--- src/rtl/data_read_unit_pkg.sv ---
// Shared constants and read-state encoding for the ONFI data-read engine.
// The RE# pulse widths here are the default phase lengths of data_read_unit.
package data_read_unit_pkg;

    localparam int T_RP_CYCLES  = 4;
    localparam int T_REH_CYCLES = 2;
    localparam int INIT_CYCLES  = 16;
    localparam int TIMER_W      = 8;
    localparam int WORD_W       = 16;

    typedef enum logic [2:0] {
        ST_INIT    = 3'd0,
        ST_IDLE    = 3'd1,
        ST_RE_LOW  = 3'd2,
        ST_RE_HIGH = 3'd3,
        ST_DONE    = 3'd4
    } read_state_t;

    // The phase timer expires on its final cycle, so an N-cycle phase loads N-1.
    function automatic logic [TIMER_W-1:0] phase_load(input int cycles);
        return TIMER_W'(cycles - 1);
    endfunction

endpackage

--- src/rtl/data_read_unit_phase_timer.sv ---
// onfi_phase_timer: loadable down-counter that asserts expire on the last cycle
// of a phase. Reset preloads it so the INIT phase starts counting immediately.
module onfi_phase_timer
    import data_read_unit_pkg::*;
#(
    parameter logic [TIMER_W-1:0] RESET_LOAD = '0
) (
    input  logic               clk,
    input  logic               reset,
    input  logic               load,
    input  logic [TIMER_W-1:0] value,
    output logic               expire
);

    logic [TIMER_W-1:0] remaining;

    always_ff @(posedge clk) begin
        if (reset) begin
            remaining <= RESET_LOAD;
        end else if (load) begin
            remaining <= value;
        end else if (remaining != '0) begin
            remaining <= remaining - TIMER_W'(1);
        end
    end

    assign expire = (remaining == '0);

endmodule

--- src/rtl/data_read_unit.sv ---
// data_read_unit: strobes RE# to pull a burst of words off the NAND DQ bus.
// Optional feature macro: DATA_READ_CHECKSUM_EN enables the 16-bit burst word sum.
module data_read_unit
    import data_read_unit_pkg::*;
#(
    parameter int T_RP  = T_RP_CYCLES,
    parameter int T_REH = T_REH_CYCLES
) (
    input  logic              clk,
    input  logic              reset,
    input  logic              activate,
    input  logic [WORD_W-1:0] count,
    input  logic [WORD_W-1:0] data_in,
    output logic              read_enable,
    output logic [WORD_W-1:0] data_out,
    output logic              data_valid,
    output logic              done,
    output logic              busy,
    output logic              initialized,
    output logic [WORD_W-1:0] checksum,
    output read_state_t       state
);

    // Handshake: activate is a level request taken only on an IDLE edge with
    // count != 0 (no queueing while busy); data_valid is a one-cycle strobe
    // with no back-pressure, so the core must take data_out in that cycle.

    read_state_t        state_next;
    logic               timer_load;
    logic [TIMER_W-1:0] timer_value;
    logic               timer_expire;
    logic               accept;
    logic               capture;
    logic [WORD_W-1:0]  remaining;

    onfi_phase_timer #(
        .RESET_LOAD (phase_load(INIT_CYCLES))
    ) u_phase_timer (
        .clk    (clk),
        .reset  (reset),
        .load   (timer_load),
        .value  (timer_value),
        .expire (timer_expire)
    );

    always_ff @(posedge clk) begin
        if (reset) begin
            state <= ST_INIT;
        end else begin
            state <= state_next;
        end
    end

    always_comb begin
        state_next  = state;
        timer_load  = 1'b0;
        timer_value = '0;
        accept      = 1'b0;
        capture     = 1'b0;
        case (state)
            ST_INIT: begin
                if (timer_expire) begin
                    state_next = ST_IDLE;
                end
            end
            ST_IDLE: begin
                if (activate && (count != '0)) begin
                    accept      = 1'b1;
                    timer_load  = 1'b1;
                    timer_value = phase_load(T_RP);
                    state_next  = ST_RE_LOW;
                end
            end
            ST_RE_LOW: begin
                if (timer_expire) begin
                    capture     = 1'b1;
                    timer_load  = 1'b1;
                    timer_value = phase_load(T_REH);
                    state_next  = ST_RE_HIGH;
                end
            end
            ST_RE_HIGH: begin
                if (timer_expire) begin
                    if (remaining != '0) begin
                        timer_load  = 1'b1;
                        timer_value = phase_load(T_RP);
                        state_next  = ST_RE_LOW;
                    end else begin
                        state_next = ST_DONE;
                    end
                end
            end
            ST_DONE: begin
                state_next = ST_IDLE;
            end
            default: begin
                state_next = ST_INIT;
            end
        endcase
    end

    always_ff @(posedge clk) begin
        if (reset) begin
            initialized <= 1'b0;
            data_out    <= '0;
            data_valid  <= 1'b0;
            remaining   <= '0;
        end else begin
            data_valid <= capture;
            if ((state == ST_INIT) && timer_expire) begin
                initialized <= 1'b1;
            end
            if (accept) begin
                remaining <= count;
            end else if (capture) begin
                data_out <= data_in;
                // Saturate so a stray capture can never wrap the word count.
                if (remaining != '0) begin
                    remaining <= remaining - WORD_W'(1);
                end
            end
        end
    end

`ifdef DATA_READ_CHECKSUM_EN
    logic [WORD_W-1:0] word_sum;

    always_ff @(posedge clk) begin
        if (reset) begin
            word_sum <= '0;
        end else if (accept) begin
            word_sum <= '0;
        end else if (capture) begin
            word_sum <= word_sum + data_in;
        end
    end

    assign checksum = word_sum;
`else
    assign checksum = '0;
`endif

    assign read_enable = (state != ST_RE_LOW);
    assign done        = (state == ST_DONE);
    assign busy        = (state != ST_IDLE) || !initialized;

endmodule

--- config.mk ---
export PLATFORM = sky130hd
export DESIGN_NAME = data_read_unit
export DESIGN_NICKNAME = d
export VERILOG_FILES = /design/src/rtl/data_read_unit_pkg.sv /design/src/rtl/data_read_unit_phase_timer.sv /design/src/rtl/data_read_unit.sv
export SDC_FILE = /design/constraint.sdc
export NUM_CORES = 1
export LEC_CHECK = 0
export ABC_CLOCK_PERIOD_IN_PS = 2300
export BUFFER_PORTS_ARGS = -buffer_cell sky130_fd_sc_hd__clkbuf_2
export CORE_MARGIN = 5
export CORE_UTILIZATION = 30
export DETAILED_ROUTE_END_ITERATION = 10
export PLACE_DENSITY = 0.52
export SYNTH_ARGS = -nofsm -noshare
export SYNTH_HDL_FRONTEND = slang
export SYNTH_SLANG_ARGS = --single-unit
--- constraint.sdc ---
create_clock -name clk -period 2.3 [get_ports clk]
set_clock_uncertainty 0.05 [all_clocks]
set_input_delay 0.115 -clock clk [delete_from_list [all_inputs] [get_ports clk]]
set_output_delay 0.115 -clock clk [all_outputs]
set_load 0.02 [all_outputs]
==> out/qor.yml <==
placed_design:
  pre_cts_ws_ps: 28.2
  place_area_um2: 2680
  place_congestion: 0.856
  post-dp-hpwl_um: 4830
  port_buffers: 58
layout:
  multi_input_area_um2: 1220
  final-seq-area_um2: 901
  layout_commonest_cell: "clkbuf_2"
  nFillCells: 758
  layout.nets: 401
  design_area_um2: 2950
  diodes: 0
  drive_gt1_frac: 0.247
  final_cell_mix: "58 x clkbuf_2, 46 x nand2_1, 45 x dfxtp_1, 29 x a21oi_1, 17 x buf_4"
  area.growth.synth_to_final_pct: 29.7
global_routing:
  grt_pass1_vias: 2262
  grt-ovfl-total: 0
  grt_pass1_wl_um: 11000
  antenna_found_initial: 0
  grt_max_degree: 26
  grt_usage: 0.140
clock_network:
  clk_pin_slew_ps: 90
  htree_num_levels: 2
  clock-root-buffer: "clkbuf_8"
  cts_buffer_depth: 2
  clock_latency_ps: 300
  cts.sink_count: 45
  cts_buffers: 5
  cts_tree: "built"
routing:
  wl_per_cell_um: 14.1
  num_vias: 2326
  drt_iter0_drc: 177
  vias_per_cell: 5.01
  wirelength_um: 6560
  drtAntennaViolNets: 0
  drc: 0
  first_pass_iters: 6
sta:
  worst_slack_ps: 181
  final-hold-violation-count: 0
  setup_violations: 0
  final-max-slew-violation-count: 0
  period_minus_slack_ps: 2120
  tightestPinTransition_ps: 544
  period_share: 0.921
  slew-limit-headroom: 0.637
  setup_tns_ps: 0
  max_freq_mhz: 472
  rsz0062_at_grt: "no"
die:
  rows: 31
  initial_core_util: 0.310
  die_h_um: 97.0
  io_pins: 75
  die_x_um: 97.0
  core_um2: 7330
  dieArea_um2: 9410
synthesis:
  synth_area_um2: 2270
  ys.flop_type: "dfxtp_1"
  yosys_warnings: 0
  post_synth.cell_area_avg_um2: 8.06
  async_flop_share: 0
  synth_edf_count: 0
  synth_cells: 282
  ys_types: 46
  seq_area_frac_synth: 0.396
  ys_ff_latch: 45
setup_path:
  slowest_delay_ps: 470
  critPathLaunchType: "flip-flop"
  cp.depth: 6
  cp_top_family: "simple AND/OR/NAND/NOR gates"
  critPathSlowestCell: "nor4_2"
  path_cells: "nor4_2 > nand4_1 > buf_4 > o2111ai_1 > nand2_1 > or3_1"
  worstPathMaxFanout: 7
  cp.arrival_ps: 2250
  endpoint_kind: "flip-flop"
  r2r_cells: 6
  crit_buf_inv: 1
  critical_path_class: "flip-flop to flip-flop"
  crit_required_ps: 2430
pwr:
  irDropWorstVdd_v: 0.000184
  p_per_area_nw_per_um2: 488
  p_leak_nw: 1.17
status:
  status: "finished, final reports clean"
hold_path:
  hold_path.class: "input pin to flip-flop"
  hold_depth: 3
job:
  maxCapViolations: 0
==> final cells by class <==
cell class,instances,area share
clock buffers,7,0.0327
clock inverters,1,0.00170
well taps,99,0.0420
repair buffers,91,0.196
flip-flops and latches,45,0.306
inverters,7,0.00892
multi-input cells,214,0.413
==> path summary, 6_finish.rpt <==
path                     start                    endpoint  slack, ps
hold reg to reg    data_out[7]                 data_out[7]        410
setup / recovery  remaining[2]  u_phase_timer.remaining[1]        180
setup reg to reg  remaining[2]  u_phase_timer.remaining[1]        180
hold / removal       count[11]               remaining[11]         20
==> per-stage QoR <==
stage / utilization / std cells / hold WS [ps] / power [mW]
after CTS: 0.401 / 463 / 7.90 / 1.47
after global routing: 0.402 / 464 / 27.1 / 1.50
after global placement: 0.365 / 439 / 288 / 0.895
after detailed placement: 0.365 / 439 / 294 / 0.894
final: 0.402 / 464 / 23.8 / 1.44
after floorplan: - / 297 / 169 / 0.873
==> report_power, final <==
group	internal (mW)	total (mW)	switching [mW]
combinational	0.0502	0.112	0.0621
clock	0.272	0.540	0.268
sequential	0.783	0.786	0.00305
total	1.10	1.44	0.333
==> kinds of logic (layout without fill, tap and decap cells) <==
| group | after synthesis | after routing | synth area share |
|---|---|---|---|
| AO/OA/AOI/OAI | 71 | 71 | 0.207 |
| multiplexers | 1 | 1 | 0.00441 |
| flip-flops | 45 | 45 | 0.396 |
| XOR/XNOR | 4 | 4 | 0.0154 |
| buffers and inverters | 38 | 106 | 0.0931 |
| adder cells (fa/ha/maj) | 2 | 2 | 0.0110 |
| other | 1 | 16 | 0.00165 |
| AND/OR/NAND/NOR | 120 | 120 | 0.271 |
==> worst reg2reg max path, cell delays in order (launching register included) <==
cell and delay, ps:
dfxtp_1 380, nor4_2 480, nand4_1 150, buf_4 190, o2111ai_1 290, nand2_1 140, or3_1 350
==> repair_timing <==
action	4_1_cts	5_1_grt
endpoints found under the hold margin	16	0
gates resized for setup	0	1
hold buffers	16	0
endpoints found under the setup margin	0	11
buffers inserted	0	1
==> state kept, by name (all words and copies together), names as in the netlist <==
signal,count
u_phase_timer.remaining,8
data_valid,1
initialized,1
data_out,16
remaining,16
state,3
==> layer usage <==
layer  vias to the layer above  track usage  wire, um
li1                       1157            -         -
met1                      1065        0.178      2880
met2                        97        0.234      3170
met3                         7       0.0338       424
met4                         0       0.0432        74
met5                         -            0         0
==> cells in the mapped netlist (all sizes together) (2+ instances only) <==
cell type | n | area share
a211oi | 2 | 0.0066
a21oi | 29 | 0.064
a22oi | 3 | 0.0099
a2bb2oi | 2 | 0.0077
a31oi | 6 | 0.017
a32oi | 5 | 0.019
and2 | 4 | 0.011
buf | 23 | 0.068
clkbuf | 8 | 0.013
dfxtp | 45 | 0.40
ha | 2 | 0.011
inv | 7 | 0.012
nand2 | 46 | 0.076
nand2b | 3 | 0.0083
nand3 | 9 | 0.020
nand4 | 6 | 0.017
nor2 | 16 | 0.028
nor2b | 5 | 0.014
nor3 | 8 | 0.020
nor3b | 3 | 0.0099
nor4 | 9 | 0.030
o2111ai | 2 | 0.0077
o211ai | 5 | 0.017
o21ai | 3 | 0.0066
o22ai | 2 | 0.0055
o311ai | 6 | 0.023
or3 | 5 | 0.014
or4 | 2 | 0.0099
xnor2 | 4 | 0.015
Note: power is estimated with default switching activity, not from simulation.
